$ cat src/rtl/fetch_pkg.sv
// Shared types and default widths for the instruction-fetch front end.
// The memory-side FSM states and the queue entry layout live here.
package fetch_pkg;

   localparam int FETCH_PC_W    = 16;
   localparam int FETCH_INSTR_W = 16;
   localparam int FETCH_DEPTH   = 4;
   localparam int FETCH_PC_INC  = 2;

   typedef enum logic [1:0] {
      IDLE      = 2'd0,
      WAIT      = 2'd1,
      WAIT_DROP = 2'd2
   } fetch_state_t;

   typedef struct packed {
      logic [FETCH_PC_W-1:0]    pc;
      logic [FETCH_INSTR_W-1:0] instr;
   } fetch_entry_t;

endpackage

$ cat src/rtl/fetch_fifo.sv
// Prefetch queue: DEPTH entries of {pc, instr} with push, pop and a flush.
// Flush wins over push and pop in the same cycle.
module fetch_fifo
   import fetch_pkg::*;
#(
   parameter int  PC_W    = FETCH_PC_W,
   parameter int  INSTR_W = FETCH_INSTR_W,
   parameter int  DEPTH   = FETCH_DEPTH,
   localparam int CW      = $clog2(DEPTH) + 1
) (
   input  logic               clk,
   input  logic               rst,
   input  logic               flush_i,
   input  logic               push_i,
   input  logic               pop_i,
   input  logic [PC_W-1:0]    push_pc_i,
   input  logic [INSTR_W-1:0] push_instr_i,
   output logic [PC_W-1:0]    head_pc_o,
   output logic [INSTR_W-1:0] head_instr_o,
   output logic [CW-1:0]      count_o
);

   localparam int AW = $clog2(DEPTH);

   typedef struct packed {
      logic [PC_W-1:0]    pc;
      logic [INSTR_W-1:0] instr;
   } entry_t;

   entry_t        mem_q [DEPTH];
   logic [AW-1:0] wr_ptr_q, wr_ptr_d;
   logic [AW-1:0] rd_ptr_q, rd_ptr_d;
   logic [CW-1:0] count_q, count_d;
   logic          do_push, do_pop;

   assign do_push = push_i & ~flush_i;
   assign do_pop  = pop_i & ~flush_i & (count_q != '0);

   always_comb begin
      wr_ptr_d = wr_ptr_q;
      rd_ptr_d = rd_ptr_q;
      count_d  = count_q;
      if (flush_i) begin
         wr_ptr_d = '0;
         rd_ptr_d = '0;
         count_d  = '0;
      end else begin
         if (do_push) wr_ptr_d = wr_ptr_q + 1'b1;
         if (do_pop)  rd_ptr_d = rd_ptr_q + 1'b1;
         case ({do_push, do_pop})
            2'b10:   count_d = count_q + 1'b1;
            2'b01:   count_d = count_q - 1'b1;
            default: count_d = count_q;
         endcase
      end
   end

   always_ff @(posedge clk) begin
      if (!rst) begin
         wr_ptr_q <= '0;
         rd_ptr_q <= '0;
         count_q  <= '0;
      end else begin
         wr_ptr_q <= wr_ptr_d;
         rd_ptr_q <= rd_ptr_d;
         count_q  <= count_d;
      end
   end

   // Storage needs no reset: count gates every read.
   always_ff @(posedge clk) begin
      if (do_push) mem_q[wr_ptr_q] <= '{pc: push_pc_i, instr: push_instr_i};
   end

   assign head_pc_o    = mem_q[rd_ptr_q].pc;
   assign head_instr_o = mem_q[rd_ptr_q].instr;
   assign count_o      = count_q;

endmodule

$ cat src/rtl/fetch_queue_unit.sv
// Fetch front end: owns the fetch PC, issues one outstanding request at a time to
// instruction memory, buffers responses and presents them to IF/ID via valid/ready.
module fetch_queue_unit
   import fetch_pkg::*;
#(
   parameter int              PC_W     = FETCH_PC_W,
   parameter int              INSTR_W  = FETCH_INSTR_W,
   parameter int              DEPTH    = FETCH_DEPTH,
   parameter int              PC_INC   = FETCH_PC_INC,
   parameter logic [PC_W-1:0] RESET_PC = '0
) (
   input  logic               clk,
   input  logic               rst,
   input  logic               redirect,
   input  logic [PC_W-1:0]    redirect_pc,
   output logic               imem_req,
   output logic [PC_W-1:0]    imem_addr,
   input  logic               imem_ack,
   input  logic               imem_rvalid,
   input  logic [INSTR_W-1:0] imem_rdata,
   output logic               out_valid,
   input  logic               out_ready,
   output logic [INSTR_W-1:0] out_instr,
   output logic [PC_W-1:0]    out_pc,
   output logic [PC_W-1:0]    out_pc_next,
   output logic [PC_W-1:0]    fetch_pc,
   output fetch_state_t       dbg_state
);

   // Handshake: a queue entry transfers on a rising edge where out_valid & out_ready
   // and no redirect; the head fields hold steady while out_valid & ~out_ready.

   localparam int              CW      = $clog2(DEPTH) + 1;
   localparam logic [CW-1:0]   DEPTH_C = CW'(DEPTH);
   localparam logic [PC_W-1:0] INC_C   = PC_W'(PC_INC);

   fetch_state_t     state_q, state_d;
   logic [PC_W-1:0]  fetch_pc_q, fetch_pc_d;
   logic [PC_W-1:0]  req_pc_q, req_pc_d;
   logic [CW-1:0]    count;
   logic [PC_W-1:0]  head_pc;
   logic             push, pop;

   always_comb begin
      state_d    = state_q;
      fetch_pc_d = fetch_pc_q;
      req_pc_d   = req_pc_q;
      imem_req   = 1'b0;
      push       = 1'b0;
      case (state_q)
         IDLE: begin
            // Nothing is outstanding in IDLE, so count < DEPTH reserves the slot.
            imem_req = rst & (count < DEPTH_C) & ~redirect;
            if (imem_req && imem_ack) begin
               state_d    = WAIT;
               req_pc_d   = fetch_pc_q;
               fetch_pc_d = fetch_pc_q + INC_C;
            end
         end
         WAIT: begin
            if (imem_rvalid) begin
               state_d = IDLE;
               push    = ~redirect;
            end else if (redirect) begin
               state_d = WAIT_DROP;
            end
         end
         WAIT_DROP: begin
            if (imem_rvalid) state_d = IDLE;
         end
         default: state_d = IDLE;
      endcase
      if (redirect) fetch_pc_d = redirect_pc;
   end

   always_ff @(posedge clk) begin
      if (!rst) begin
         state_q    <= IDLE;
         fetch_pc_q <= RESET_PC;
         req_pc_q   <= RESET_PC;
      end else begin
         state_q    <= state_d;
         fetch_pc_q <= fetch_pc_d;
         req_pc_q   <= req_pc_d;
      end
   end

   assign out_valid = rst & (count != '0);
   assign pop       = out_valid & out_ready;

   fetch_fifo #(
      .PC_W    (PC_W),
      .INSTR_W (INSTR_W),
      .DEPTH   (DEPTH)
   ) u_fifo (
      .clk          (clk),
      .rst          (rst),
      .flush_i      (redirect),
      .push_i       (push),
      .pop_i        (pop),
      .push_pc_i    (req_pc_q),
      .push_instr_i (imem_rdata),
      .head_pc_o    (head_pc),
      .head_instr_o (out_instr),
      .count_o      (count)
   );

   assign out_pc      = head_pc;
   assign out_pc_next = head_pc + INC_C;
   assign imem_addr   = fetch_pc_q;
   assign fetch_pc    = fetch_pc_q;
   assign dbg_state   = state_q;

endmodule

$ cat config.mk
export PLATFORM = sky130hd
export DESIGN_NAME = fetch_queue_unit
export DESIGN_NICKNAME = d
export VERILOG_FILES = /design/src/rtl/fetch_pkg.sv /design/src/rtl/fetch_fifo.sv /design/src/rtl/fetch_queue_unit.sv
export SDC_FILE = /design/constraint.sdc
export NUM_CORES = 1
export LEC_CHECK = 0
export ABC_AREA = 1
export CAP_MARGIN = 5
export CORE_ASPECT_RATIO = 0.6
export CORE_MARGIN = 2
export CORE_UTILIZATION = 31
export CTS_BUF_LIST = sky130_fd_sc_hd__clkbuf_4
export CTS_CLUSTER_SIZE = 25
export DETAILED_ROUTE_END_ITERATION = 10
export GPL_ROUTABILITY_DRIVEN = 0
export PLACE_DENSITY = 0.55
export SETUP_SLACK_MARGIN = 0.02
export SLEW_MARGIN = 10
export SYNTH_ARGS = -nofsm -noshare
export SYNTH_HDL_FRONTEND = slang
export SYNTH_HIERARCHICAL = 1
export SYNTH_SLANG_ARGS = --single-unit
$ cat constraint.sdc
create_clock -name clk -period 7.5 [get_ports clk]
set_input_delay 1.125 -clock clk [delete_from_list [all_inputs] [get_ports clk]]
set_output_delay 1.125 -clock clk [all_outputs]
set_load 0.02 [all_outputs]
**After elaboration in Yosys (flattened, before gate mapping)**

Memory sizes are Yosys's and may differ from the RTL's. A register that Yosys moved wholly into a read port is not among the register bits.
Index checks and enable logic that the tools add are counted.

- Reduce and logical (&&, ||, !) cells: 10
- Bitwise gates (word level): 9
- Mux-type cells: 16
- Add/sub/neg operators: 6
- $lt $le $gt $ge: 1
- Equality and inequality tests: 7

Operators by type and width:

| kind | number |
|---|---|
| two-way mux 16 bit | 3 |
| adder 16 x 2 -> 16 bit (second input constant) | 2 |
| two-way mux 2 bit | 6 |
| AND 1 bit | 7 |
| one-hot mux 2 bit (3 select lines) | 1 |
| one-hot mux 3 bit (2 select lines) | 1 |
| nonzero test 2 bit | 3 |
| two-way mux 1 bit | 5 |
| adder 2 x 1 -> 2 bit (second input constant) | 2 |
| == test 2 x 1 -> 1 bit (second input constant) | 2 |
| == test 2 bit (second input constant) | 2 |
| != test 2 bit (second input constant) | 2 |
| AND reduction 2 bit | 2 |
| adder 3 x 1 -> 3 bit (second input constant) | 1 |
| less-than comparator 3 bit (second input constant) | 1 |
| != test 3 bit (second input constant) | 1 |
| AND reduction 3 bit | 1 |
| nonzero test 3 bit | 1 |
| subtractor 3 x 1 -> 3 bit (second input constant) | 1 |
| zero test 2 bit | 1 |
| inverter 1 bit | 2 |
| OR reduction 2 bit | 1 |
| logical AND 1 bit | 1 |

- RAM bits: 128
- Register bits after elaboration: 41
- Bits of input ports: 38
- Memories kept: 1
- Output and inout port bits: 84

Memory list:

| name | depth | bits a word | read ports | clocked after memory_dff | wr ports | line | RTL |
|---|---|---|---|---|---|---|---|
| u_fifo.mem_q | 4 | 32 | 1 | 1 | 1 | fetch_fifo.sv:30 | `entry_t mem_q [DEPTH];` |

**Longest topological paths before layout**

- Depth in word-level cells: 7
- Mapped depth: 17
- Mapped depth without buffers: 16

**By module**

Netlist, hierarchy kept.

Modules (own cells, without submodules):

| module | seq. area each (um^2) | area an instance (um^2) | times used | cells an instance |
|---|---|---|---|---|
| fetch_fifo | 4023.9 | 5261.3 | 1 | 379 |
| fetch_queue_unit | 680.7 | 2169.6 | 1 | 313 |

**Worst setup path before layout**

No wires, ideal clock.

- Kind: input to register
- Start point: input port redirect
- End point: memory u_fifo/mem_q[0][0] (netlist name), enable pin
- Data arrival time: 3374 ps
- Data required time: 7079 ps
- Path buffers: 2
- Stages on the path: 5
- Path slack: 3705 ps
- Library setup time: 421 ps
- Path through: buf_6 > buf_2 > nor4_1 > nand2_1 > nor2_1

- Longest elaborated chain between the ends: 6

RTL lines:

| item | line | RTL |
|---|---|---|
| start, declared | fetch_queue_unit.sv:14 | `input logic redirect,` |
| inverter 1 bit | fetch_queue_unit.sv:63 | `push = ~redirect;` |
| two-way mux 1 bit | fetch_queue_unit.sv:61 | `if (imem_rvalid) begin` |
| two-way mux 1 bit | fetch_queue_unit.sv:50 | `case (state_q)` |
| net push | fetch_queue_unit.sv:42 | `logic push, pop;` |
| AND 1 bit | fetch_fifo.sv:36 | `assign do_push = push_i & ~flush_i;` |
| two-way mux 1 bit | fetch_fifo.sv:72 | `if (do_push) mem_q[wr_ptr_q] <= '{pc: push_pc_i, instr: push_instr_i};` |
| two-way mux 1 bit (not written as such) | fetch_fifo.sv:72 |  |
| end, declared | fetch_fifo.sv:30 |  |

The timed path passes the listed nets, and every way through them passes these cells.

==> results by group <==
Yosys
  • Count leader, synth: edfxtp_1
  • Yosys warns: 6
  • Synth Cell Area: 7431 sq um
  • Syn_nets: between 700 and 800
  • Most frequent cells after synthesis: edfxtp_1 (128), nor2_1 (104), nand2_1 (81)
  • Synth unique cells: 36
  • Top post-synthesis cells by area: edfxtp_1 (52%), dfxtp_1 (12%), nor2_1 (5.3%), nand2_1 (4.1%), o21ai_0 (3.9%)
  • Synth top area share: between 50% and 60%
  • Synth area leader: edfxtp_1
  • Post-synth EDFFs: 128
  • Most used DFF post-synth: edfxtp_1
  • Sequential area share after synthesis: approximately 63%
  • Mean Syn Cell Area: approximately 11 sq um
  • Yosys reg bits: approximately 170
  • Synth async-reset ratio: 0%
  • Gate Count Post-Synth: 692

Pwr
  • Power per Cell Area: approximately 180 nW/um^2
  • Switching power: slightly below 0.4 mW
  • Clock power share: 28.6%
  • Peak VDD IR: 0.00006554 V
  • Combinational share of power: between 6 and 7%
  • Pleak: roughly 3.1 nW
  • Cell-internal power: ~1.2 mW
  • Total power draw: around 1.6 mW
  • Reg power frac: between 60% and 70%
  • Switch share: ~24%

STA
  • Slew Viols, Final: 0
  • Worst-margin pin slew: 1.160 ns
  • Post-layout min period: between 5 and 6 ns
  • Period utilization: between 70% and 80%
  • Fmax: around 0.19 GHz
  • Setup tns final: 0 ns
  • Clock skew: approximately 0.026 ns
  • RSZ-0062 raised after global routing: no
  • Final hold violation count: 0
  • Final Setup Violations: 0
  • Relative slew slack: between 20 and 25%

GRT
  • GRT Overall Usage: between 10% and 20%
  • Vias in the first global route: between 4,000 and 5,000
  • First-pass GRT wire length: ~28,000 um
  • Global route overflow: 0
  • Initial antenna violation count: 0
  • Pin count of the biggest net entering global routing: between 60 and 70

Layout
  • Final Non-Filler Cells: about 1,100
  • Area Growth Syn to Fin: 20.31%
  • Ant diodes: 0
  • Post-layout util: a little under two fifths
  • Layout cell share with drive strength beyond 1: under 10%
  • Nets: ~830

Job
  • Max-cap viol count: 0

Detailed routing
  • Detailed Route WL: about 18,000 um
  • 1st-iter DRT viols: 383
  • Post-route ant nets: 0
  • Vias: 5,131
  • DRC Markers: 0
  • Wire per inst: approximately 16 um
  • Via-to-Cell Ratio: about 4.6
  • First-pass iteration count of the detailed router: 5

Placement
  • Dpl cells: between 1,000 and 1,500
  • Dpl hpwl: between 10,000 and 15,000 um
  • Count of input and output buffers: between 100 and 150

Floorplanning
  • FP Rows: 43
  • Die area: roughly 25,000 sq um
  • Core ar.: about 23,000 sq um
  • Initial Util: around a third
  • Die width: a little over 200 um
  • I/O pin count: ~120
  • Die height: 123.9 um

Clocking
  • Number of buffers inserted by hold repair at cts: 0
  • Clk sinks: roughly 170
  • Clock buffer depth: 2
  • Postcts setup bufs: 0
  • CTS buffer count: 17
  • CTS Root Buffer Type: clkbuf_4
  • CTS tree: built
  • Post_cts resized: 0
  • Later-pin clock latency in the skew report: 0.56 ns
  • H-tree Lvls: 4
  • Clock-pin slew on the worst setup and hold paths: roughly 0.13 ns

Critical path
  • CP Cell Sequence: buf_4 -> o21ai_0 -> o22ai_1 -> ha_1 -> nand3_2 -> nor2_2 -> nand2_1 -> nor2_1 -> xor2_1 -> clkdlybuf4s50_1
  • Setup slack, reg-to-reg: between 4 and 5 ns
  • Startpoint Class: flip-flop
  • Slowest stage cell, crit path: dfxtp_2
  • Crit Path Category: flip-flop to primary output
  • Reg2Reg Depth: 4
  • Slowest stage delay, CP: between 0.6 and 0.7 ns
  • Worst Setup End Kind: primary output
  • Worst-path fanout max: 42
  • Crit path required time: 6.38 ns
  • Crit path DAT: 4.13 ns

Hold path
  • Hold Crit Class: flip-flop to flip-flop
  • Hold depth: 2

Run status
  • Outcome: finished clean
[routing by layer]
metal,part of all wire (%),vias up,track usage (%)
met1,54,2412,21.85
li1,-,2583,-
met4,0.74,0,4.516
met2,41,124,20.39
met3,4.9,12,3.244
met5,0,-,0
[cells in the final DEF, fill, tap and decap left out, types with 2 or more instances in the layout]
cell type	n
nor2_1	100
a31oi_1	2
dfxtp_1	42
inv_6	2
clkinv_2	7
nand2_2	4
a21oi_1	34
nand3_2	2
xnor2_1	8
nor2_2	3
nand2_1	81
o22ai_1	32
inv_8	2
a21boi_1	3
o21ai_0	58
o21ai_1	28
clkdlybuf4s50_1	121
xor2_1	7
nor2_4	8
nand4_1	11
ha_1	7
buf_4	3
edfxtp_1	128
nand3_1	26
clkinv_4	3
inv_2	4
inv_1	46
clkbuf_4	18
[cell families (layout without fill, tap and decap cells)]
logic type	after synthesis	in the layout	share of synthesized area (%)
buf+inv	99	208	7.880
simple gates	240	240	13.99
xor+xnor	15	15	1.768
fa+ha+maj	8	8	1.448
compound gates	159	159	11.60
flops	171	171	63.31
[path summary, 6_finish.rpt]
check	from	to
max	flip-flop	out_pc_next[13]
min	u_fifo/count_o[0]$_SDFFE_PP0P_	u_fifo/count_o[0]$_SDFFE_PP0P_
max reg2reg	dbg_state[0]$_SDFFE_PN0P_	u_fifo/mem_q[0][24]$_DFFE_PP_
min reg2reg	u_fifo/count_o[0]$_SDFFE_PP0P_	u_fifo/count_o[0]$_SDFFE_PP0P_
[flip-flops by register name, summed over array words and instances, names as in the netlist, named ones only]
signal / cells
u_fifo/rd_ptr_q: 2
u_fifo/count_o: 3
dbg_state: 2
fetch_pc: 16
u_fifo/wr_ptr_q: 2
u_fifo/mem_q: 128
req_pc_q: 16
[through the flow]
| stage | area [sq um] | worst slack, ns | hold slack (ns) |
|---|---|---|---|
| final | 8940 | 2.250 | 0.5051 |
| after global routing | 8940 | 1.879 | 0.5354 |
| after CTS | 8940 | 2.176 | 0.5135 |
| after detailed placement | 8707 | 2.578 | 0.4952 |
| after global placement | 8707 | 2.648 | 0.4910 |
| after floorplan | 7431 | 3.705 | 0.4549 |
[worst max-delay path: cells and delay by family, from the launching register on]
kind / cells / cell delay (ns)
AOI/OAI and AO/OA: 2 / 0.52
xor gates and xnor gates: 1 / 0.16
adders and majority gates: 1 / 0.27
buffers and inverters: 2 / 1.10
DFF: 1 / 0.67
and+or+nand+nor: 4 / 0.81
[area by class of cell]
cell class                 count  area, sq um
clock buffer                  18        135.1
tap                          315        394.1
multi-input combinational    422         2171
timing repair buffer         124         1234
fill                        2324        14360
clock inverter                14        97.59
sequential                   171         4706
inverter                      52        202.7
[power by group through the flow]
stage | sequential, mW | combinational [mW] | clock, mW
floorplan | 1.06 | 0.0513 | 0
global placement | 1.06 | 0.100 | 0
detailed placement | 1.06 | 0.101 | 0
CTS | 1.04 | 0.101 | 0.482
global route | 1.04 | 0.110 | 0.510
finish | 1.04 | 0.101 | 0.457
No activity file was read; power rests on OpenSTA's default activity.
